==> src/rtl/ps2_ascii_decoder.sv <==
// ps2_ascii_decoder
// Turns PS/2 scan-code set 2 bytes from the receive stage into ASCII characters.
// It tracks the Shift and Caps Lock state and buffers decoded characters in a
// small first-word-fall-through FIFO.
//
// Ports:
//   clk          : system clock, all logic on the rising edge
//   reset        : synchronous, active-high
//   rx_done_tick : one-cycle strobe, rx_data is valid in this cycle
//   rx_data[7:0] : received scan-code byte
//   rd           : pops the FIFO head; ignored when the FIFO is empty
//   char_data    : ASCII character at the FIFO head (0x00 when empty)
//   char_valid   : FIFO is not empty
//   shift_on     : left or right Shift is currently held
//   caps_on      : Caps Lock toggle state
//   overflow     : sticky; a character was dropped because the FIFO was full
module ps2_ascii_decoder #(
    parameter int FIFO_DEPTH = 8
) (
    input  logic       clk,
    input  logic       reset,
    input  logic       rx_done_tick,
    input  logic [7:0] rx_data,
    input  logic       rd,
    output logic [7:0] char_data,
    output logic       char_valid,
    output logic       shift_on,
    output logic       caps_on,
    output logic       overflow
);

    localparam int AW = $clog2(FIFO_DEPTH);
    localparam logic [AW:0] DEPTH_L = (AW+1)'(FIFO_DEPTH);

    typedef enum logic [1:0] {IDLE, EXT, BRK, EXT_BRK} state_t;

    state_t state_reg, state_next;

    logic          left_held_reg, right_held_reg, caps_reg, overflow_reg;
    logic [7:0]    mem [FIFO_DEPTH];
    logic [AW-1:0] wr_ptr_reg, rd_ptr_reg;
    logic [AW:0]   count_reg;

    // Prefix FSM: next state
    always_comb begin
        state_next = state_reg;
        if (rx_done_tick) begin
            case (state_reg)
                IDLE: begin
                    if (rx_data == 8'hE0)      state_next = EXT;
                    else if (rx_data == 8'hF0) state_next = BRK;
                end
                EXT:     state_next = (rx_data == 8'hF0) ? EXT_BRK : IDLE;
                BRK:     state_next = IDLE;
                EXT_BRK: state_next = IDLE;
                default: state_next = IDLE;
            endcase
        end
    end

    always_ff @(posedge clk) begin
        if (reset) state_reg <= IDLE;
        else       state_reg <= state_next;
    end

    // A make code is any non-prefix byte that arrives in IDLE. A break code is the
    // byte that follows a plain F0.
    logic is_make, is_break;
    assign is_make  = rx_done_tick && (state_reg == IDLE) &&
                      (rx_data != 8'hE0) && (rx_data != 8'hF0);
    assign is_break = rx_done_tick && (state_reg == BRK);

    // Character lookup. Letters return their lowercase form and 0 otherwise.
    // Non-letters return an unshifted/shifted pair.
    logic [7:0] letter_code, sym_lower, sym_upper, lookup_char;
    logic       sym_mapped, mapped;

    always_comb begin
        letter_code = 8'h00;
        case (rx_data)
            8'h1C: letter_code = "a";  8'h32: letter_code = "b";
            8'h21: letter_code = "c";  8'h23: letter_code = "d";
            8'h24: letter_code = "e";  8'h2B: letter_code = "f";
            8'h34: letter_code = "g";  8'h33: letter_code = "h";
            8'h43: letter_code = "i";  8'h3B: letter_code = "j";
            8'h42: letter_code = "k";  8'h4B: letter_code = "l";
            8'h3A: letter_code = "m";  8'h31: letter_code = "n";
            8'h44: letter_code = "o";  8'h4D: letter_code = "p";
            8'h15: letter_code = "q";  8'h2D: letter_code = "r";
            8'h1B: letter_code = "s";  8'h2C: letter_code = "t";
            8'h3C: letter_code = "u";  8'h2A: letter_code = "v";
            8'h1D: letter_code = "w";  8'h22: letter_code = "x";
            8'h35: letter_code = "y";  8'h1A: letter_code = "z";
            default: letter_code = 8'h00;
        endcase
    end

    always_comb begin
        sym_mapped = 1'b0;
        sym_lower  = 8'h00;
        sym_upper  = 8'h00;
        case (rx_data)
            8'h45: {sym_mapped, sym_lower, sym_upper} = {1'b1, "0", ")"};
            8'h16: {sym_mapped, sym_lower, sym_upper} = {1'b1, "1", "!"};
            8'h1E: {sym_mapped, sym_lower, sym_upper} = {1'b1, "2", "@"};
            8'h26: {sym_mapped, sym_lower, sym_upper} = {1'b1, "3", "#"};
            8'h25: {sym_mapped, sym_lower, sym_upper} = {1'b1, "4", "$"};
            8'h2E: {sym_mapped, sym_lower, sym_upper} = {1'b1, "5", "%"};
            8'h36: {sym_mapped, sym_lower, sym_upper} = {1'b1, "6", "^"};
            8'h3D: {sym_mapped, sym_lower, sym_upper} = {1'b1, "7", "&"};
            8'h3E: {sym_mapped, sym_lower, sym_upper} = {1'b1, "8", "*"};
            8'h46: {sym_mapped, sym_lower, sym_upper} = {1'b1, "9", "("};
            8'h29: {sym_mapped, sym_lower, sym_upper} = {1'b1, " ", " "};
            8'h5A: {sym_mapped, sym_lower, sym_upper} = {1'b1, 8'h0D, 8'h0D};
            8'h66: {sym_mapped, sym_lower, sym_upper} = {1'b1, 8'h08, 8'h08};
            8'h0D: {sym_mapped, sym_lower, sym_upper} = {1'b1, 8'h09, 8'h09};
            8'h41: {sym_mapped, sym_lower, sym_upper} = {1'b1, ",", "<"};
            8'h49: {sym_mapped, sym_lower, sym_upper} = {1'b1, ".", ">"};
            8'h4E: {sym_mapped, sym_lower, sym_upper} = {1'b1, "-", "_"};
            8'h4A: {sym_mapped, sym_lower, sym_upper} = {1'b1, "/", "?"};
            default: ;
        endcase
    end

    assign mapped = (letter_code != 8'h00) || sym_mapped;

    // Uses the shift/caps state from before this edge. Modifier codes never push,
    // so the order of update and lookup only matters in principle.
    always_comb begin
        if (letter_code != 8'h00)
            lookup_char = (shift_on ^ caps_on) ? (letter_code - 8'd32) : letter_code;
        else
            lookup_char = shift_on ? sym_upper : sym_lower;
    end

    // Modifier state
    always_ff @(posedge clk) begin
        if (reset) begin
            left_held_reg  <= 1'b0;
            right_held_reg <= 1'b0;
            caps_reg       <= 1'b0;
        end else begin
            if (is_make) begin
                if (rx_data == 8'h12) left_held_reg  <= 1'b1;
                if (rx_data == 8'h59) right_held_reg <= 1'b1;
                if (rx_data == 8'h58) caps_reg       <= ~caps_reg;
            end
            if (is_break) begin
                if (rx_data == 8'h12) left_held_reg  <= 1'b0;
                if (rx_data == 8'h59) right_held_reg <= 1'b0;
            end
        end
    end

    // Character FIFO. A full FIFO still accepts a push when a pop happens in the
    // same cycle.
    logic empty, full, pop, push_req, push;
    assign empty    = (count_reg == '0);
    assign full     = (count_reg == DEPTH_L);
    assign pop      = rd && !empty;
    assign push_req = is_make && mapped;
    assign push     = push_req && (!full || pop);

    always_ff @(posedge clk) begin
        if (push) mem[wr_ptr_reg] <= lookup_char;
    end

    always_ff @(posedge clk) begin
        if (reset) begin
            wr_ptr_reg   <= '0;
            rd_ptr_reg   <= '0;
            count_reg    <= '0;
            overflow_reg <= 1'b0;
        end else begin
            if (push) wr_ptr_reg <= wr_ptr_reg + 1'b1;
            if (pop)  rd_ptr_reg <= rd_ptr_reg + 1'b1;
            case ({push, pop})
                2'b10:   count_reg <= count_reg + 1'b1;
                2'b01:   count_reg <= count_reg - 1'b1;
                default: ;
            endcase
            if (push_req && full && !pop) overflow_reg <= 1'b1;
        end
    end

    assign char_valid = !empty;
    assign char_data  = empty ? 8'h00 : mem[rd_ptr_reg];
    assign shift_on   = left_held_reg | right_held_reg;
    assign caps_on    = caps_reg;
    assign overflow   = overflow_reg;

endmodule

==> config.mk <==
export PLATFORM = sky130hd
export DESIGN_NAME = ps2_ascii_decoder
export DESIGN_NICKNAME = d
export VERILOG_FILES = /design/src/rtl/ps2_ascii_decoder.sv
export SDC_FILE = /design/constraint.sdc
export NUM_CORES = 1
export LEC_CHECK = 0
export ABC_CLOCK_PERIOD_IN_PS = 3600
export CORE_MARGIN = 5
export CORE_UTILIZATION = 55
export CTS_CLUSTER_SIZE = 25
export DETAILED_ROUTE_END_ITERATION = 6
export PLACE_DENSITY_LB_ADDON = 0.2
export SETUP_SLACK_MARGIN = 0.05
export SLEW_MARGIN = 20
export SYNTH_ARGS = -nofsm -noshare
export SYNTH_HDL_FRONTEND = slang
export SYNTH_SLANG_ARGS = --single-unit
==> constraint.sdc <==
create_clock -name clk -period 3.6 [get_ports clk]
set_input_delay 0.36 -clock clk [delete_from_list [all_inputs] [get_ports clk]]
set_output_delay 0.36 -clock clk [all_outputs]
set_load 0.02 [all_outputs]
==> flow_metrics.py <==
metrics = {
    "outcome": {
        "status": "completed",
    },
    "timing": {
        "grt_setup_unrepaired": "false",
        "max_freq_mhz": 294,
        "fin_worst_skew_ns": 0.0105,
        "setup_tns_ns": 0,
        "post-route-period-util_pct": 94.5,
        "finalSetupViolCount": 0,
        "slew-limit-headroom_pct": 39.1,
        "timing.hold.ws_ns": 0.495,
        "tightest_slew_ns": 0.905,
        "slew_violations": 0,
        "fin_crit_ns": 3.40,
        "hold_viol_final": 0,
    },
    "drt": {
        "vias_per_cell": 5.91,
        "drt_iter0_markers": 236,
        "via_count": 3826,
        "routedWlPerCell_um": 18.3,
        "drtPass1Iterations": 5,
        "ant_nets": 0,
        "wl_mm": 11.9,
        "drc_errors": 0,
    },
    "logic_synthesis": {
        "syn-num-nets": 450,
        "yosys.area_share.simple_pct": 20.1,
        "synth_compound_area_share_pct": 11.6,
        "syn-cell-area_um2": 4900,
        "muxShareOfSynthArea_pct": 11.7,
        "synth_cell_type_count": 72,
        "synth-edff-count": 64,
        "syn-mean-instance-area_um2": 11.6,
        "synth_cells": 424,
        "seq_area_frac_synth_pct": 47.0,
        "synthArstFlopShare_pct": 0,
        "synth_xor_xnor_area_share_pct": 1.43,
        "yosysWarnings": 0,
        "synth_flop_cell": "edfxtp_1",
        "synth_top_family_by_area": "simple AND/OR/NAND/NOR gates",
        "synth-seq-cells": 83,
        "synth_fa_ha_area_share_pct": 3.73,
    },
    "critical_path": {
        "cp-end-kind": "flip-flop",
        "reg2reg_depth": 10,
        "slowest_delay_ns": 0.51,
        "r2r-start": "count_reg[0]",
        "cp.arrival_ns": 3.64,
        "cp_slowest_cell": "clkdlybuf4s50_1",
        "cp_cell_sequence": "clkdlybuf4s50_1, inv_1, ha_2, mux2_2, a2bb2oi_1, a22o_2, and4b_4, nand4b_4, a21boi_4, ha_1, a21o_1, a21oi_2, mux2i_1, mux2_1",
        "path_class": "in2reg",
        "cp_max_fo": 6,
        "r2r_slack_ns": 1.01,
        "worst_ep_required_time_ns": 3.84,
        "rr_endpoint": "count_reg[3]",
        "cp-start-kind": "primary input",
    },
    "cells_and_area": {
        "seqCellArea_um2": 2300,
        "syn_to_final_growth_pct": 26.0,
        "drive_gt1_share_pct": 31.7,
        "final_util_pct": 70.8,
        "final_nets": 560,
        "design_area_um2": 6170,
        "num-fill-cells": 620,
        "antennaDiodeCount": 0,
        "largest_reg_flops": 64,
        "multi_input_area_um2": 2440,
    },
    "grt": {
        "grt-ovfl-total": 0,
        "grt_pass1_vias": 3879,
        "grt.total_usage_pct": 22.2,
        "grt_antenna_before_repair": 0,
        "grt_pass1_wl_mm": 19.6,
        "grt_max_degree": 24,
    },
    "floorplan": {
        "core.rowCount": 34,
        "die_h_um": 104,
        "die_w_um": 104,
        "dieArea_um2": 10900,
        "core_area_um2": 8720,
        "initial_core_util_pct": 56.2,
        "io_pins": 24,
    },
    "placement": {
        "dpl.hpwl_mm": 8.77,
        "placed_cell_area_um2": 5920,
        "port_buffers": 23,
        "gp_congestion": 0.966,
    },
    "pwr": {
        "ir_drop_mv": 0.238,
        "p_leak_nw": 2.32,
        "p_per_area_nw_per_um2": 467,
    },
    "cts": {
        "clkTransAtPathRegs_ns": 0.09,
        "cts_tree": "done",
        "cts_root_buffer": "clkbuf_8",
        "clock_sinks": 83,
        "cts_resized": 0,
        "cts_buffers": 9,
        "ctsHoldBuffers": 0,
        "clockBufferDepth": 2,
        "htree_levels": 3,
        "worstSkewPairLatency_ns": 0.35,
        "cts_setup_buffers": 0,
    },
    "hold_path": {
        "whs_endpoint": "state_reg[0]",
        "worstHoldPathCells": 2,
        "hp-start": "state_reg[0]",
        "hp-class": "reg2reg",
    },
    "job": {
        "max-cap-violations": 0,
    },
}
## synth_stat cells, types with 3 or more instances
master     number  share of area (%)
o21ai_0        15                1.5
o31ai_1         3               0.46
mux2i_1        17                3.5
a21o_1          4               0.61
nor2_1         42                3.2
clkbuf_1        5               0.38
and2_1          4               0.51
buf_6           5                1.1
o211ai_1        3               0.46
buf_2          12                1.2
nor3b_1         9                1.4
a2111oi_2       3               0.92
o22ai_1         3               0.38
xor2_1          3               0.54
nand3_1         6               0.61
edfxtp_1       64                 39
nor3_1         13                1.3
buf_1           5               0.38
a21oi_1        24                2.5
nand4_1         5               0.64
inv_1          11               0.84
dfxtp_1        19                7.8
ha_1           13                3.3
and3b_1         4               0.71
nand2_1        26                2.0
a311oi_1        3               0.54
nor2b_1         7               0.89
xnor2_1         5               0.89
nand2b_1       11                1.4
mux4_2         16                7.4
mux2_2          3               0.69
or3b_1          3               0.54
nand3b_1        5               0.77
## layout make-up
class | count | area share, %
clock buffers | 9 | 2.01
multi-input cells | 300 | 39.6
inverters | 12 | 0.790
repair buffers | 128 | 17.1
flip-flops and latches | 83 | 37.3
well taps | 108 | 2.19
clock inverters | 7 | 1.11
## kinds of logic (layout without fill, tap and decap cells)
| logic type | count (synthesis) | after routing |
|---|---|---|
| xor gates and xnor gates | 8 | 8 |
| and+or+nand+nor | 161 | 161 |
| muxes | 37 | 37 |
| AOI/OAI and AO/OA | 80 | 80 |
| DFF | 83 | 83 |
| buffers and inverters | 41 | 156 |
| adders and majority gates | 14 | 14 |
## layout by cell type, fill, tap and decap left out, types with 8 or more instances in the layout
cell type        instances
a21oi_1                 23
buf_4                  101
clkbuf_8                 9
clkdlybuf4s50_1         22
dfxtp_1                 19
edfxtp_1                64
ha_1                     9
inv_1                    9
mux2i_1                 17
mux4_2                  16
nand2_1                 26
nand2b_1                11
nor2_1                  42
nor3_1                  12
nor3b_1                  8
o21ai_0                 14
## layer usage
layer / track usage (%) / wire length (µm) / up-vias
met4: 7.49 / 191 / 0
met5: 0 / 0 / -
met2: 38.1 / 6160 / 118
li1: - / - / 1837
met1: 28.8 / 5020 / 1852
met3: 3.17 / 498 / 19
## worst max-delay path: cells and delay by family
| kind | cells | cell delay, ns |
|---|---|---|
| adders and majority gates | 2 | 0.48 |
| AOI/OAI and AO/OA | 5 | 0.90 |
| muxes | 3 | 0.82 |
| and+or+nand+nor | 2 | 0.48 |
| buffers and inverters | 2 | 0.60 |
## worst max path at each step
stage               startpoint           end
floorplan           rx_data[1]  count_reg[3]
global placement    rx_data[0]  count_reg[3]
detailed placement  rx_data[1]  count_reg[3]
CTS                 rx_data[1]  count_reg[3]
global route        rx_data[0]  count_reg[3]
finish              rx_data[0]  count_reg[3]
## through the flow
step / std cells / power, mW / setup WS (ns)
2_1_floorplan: 424 / 1.84 / 0.234
3_3_place_gp: 631 / 2.23 / -0.282
3_5_place_dp: 631 / 2.26 / -0.324
4_1_cts: 647 / 2.90 / 0.0527
5_1_grt: 647 / 3.05 / 0.0598
6_report: 647 / 2.89 / 0.199
## where the power goes
group          internal (mW)  switching [mW]  total (mW)
registers               1.10          0.0633        1.16
clock network          0.268           0.366       0.634
logic                  0.560           0.533        1.09
Power figures use the tool's default switching activity.
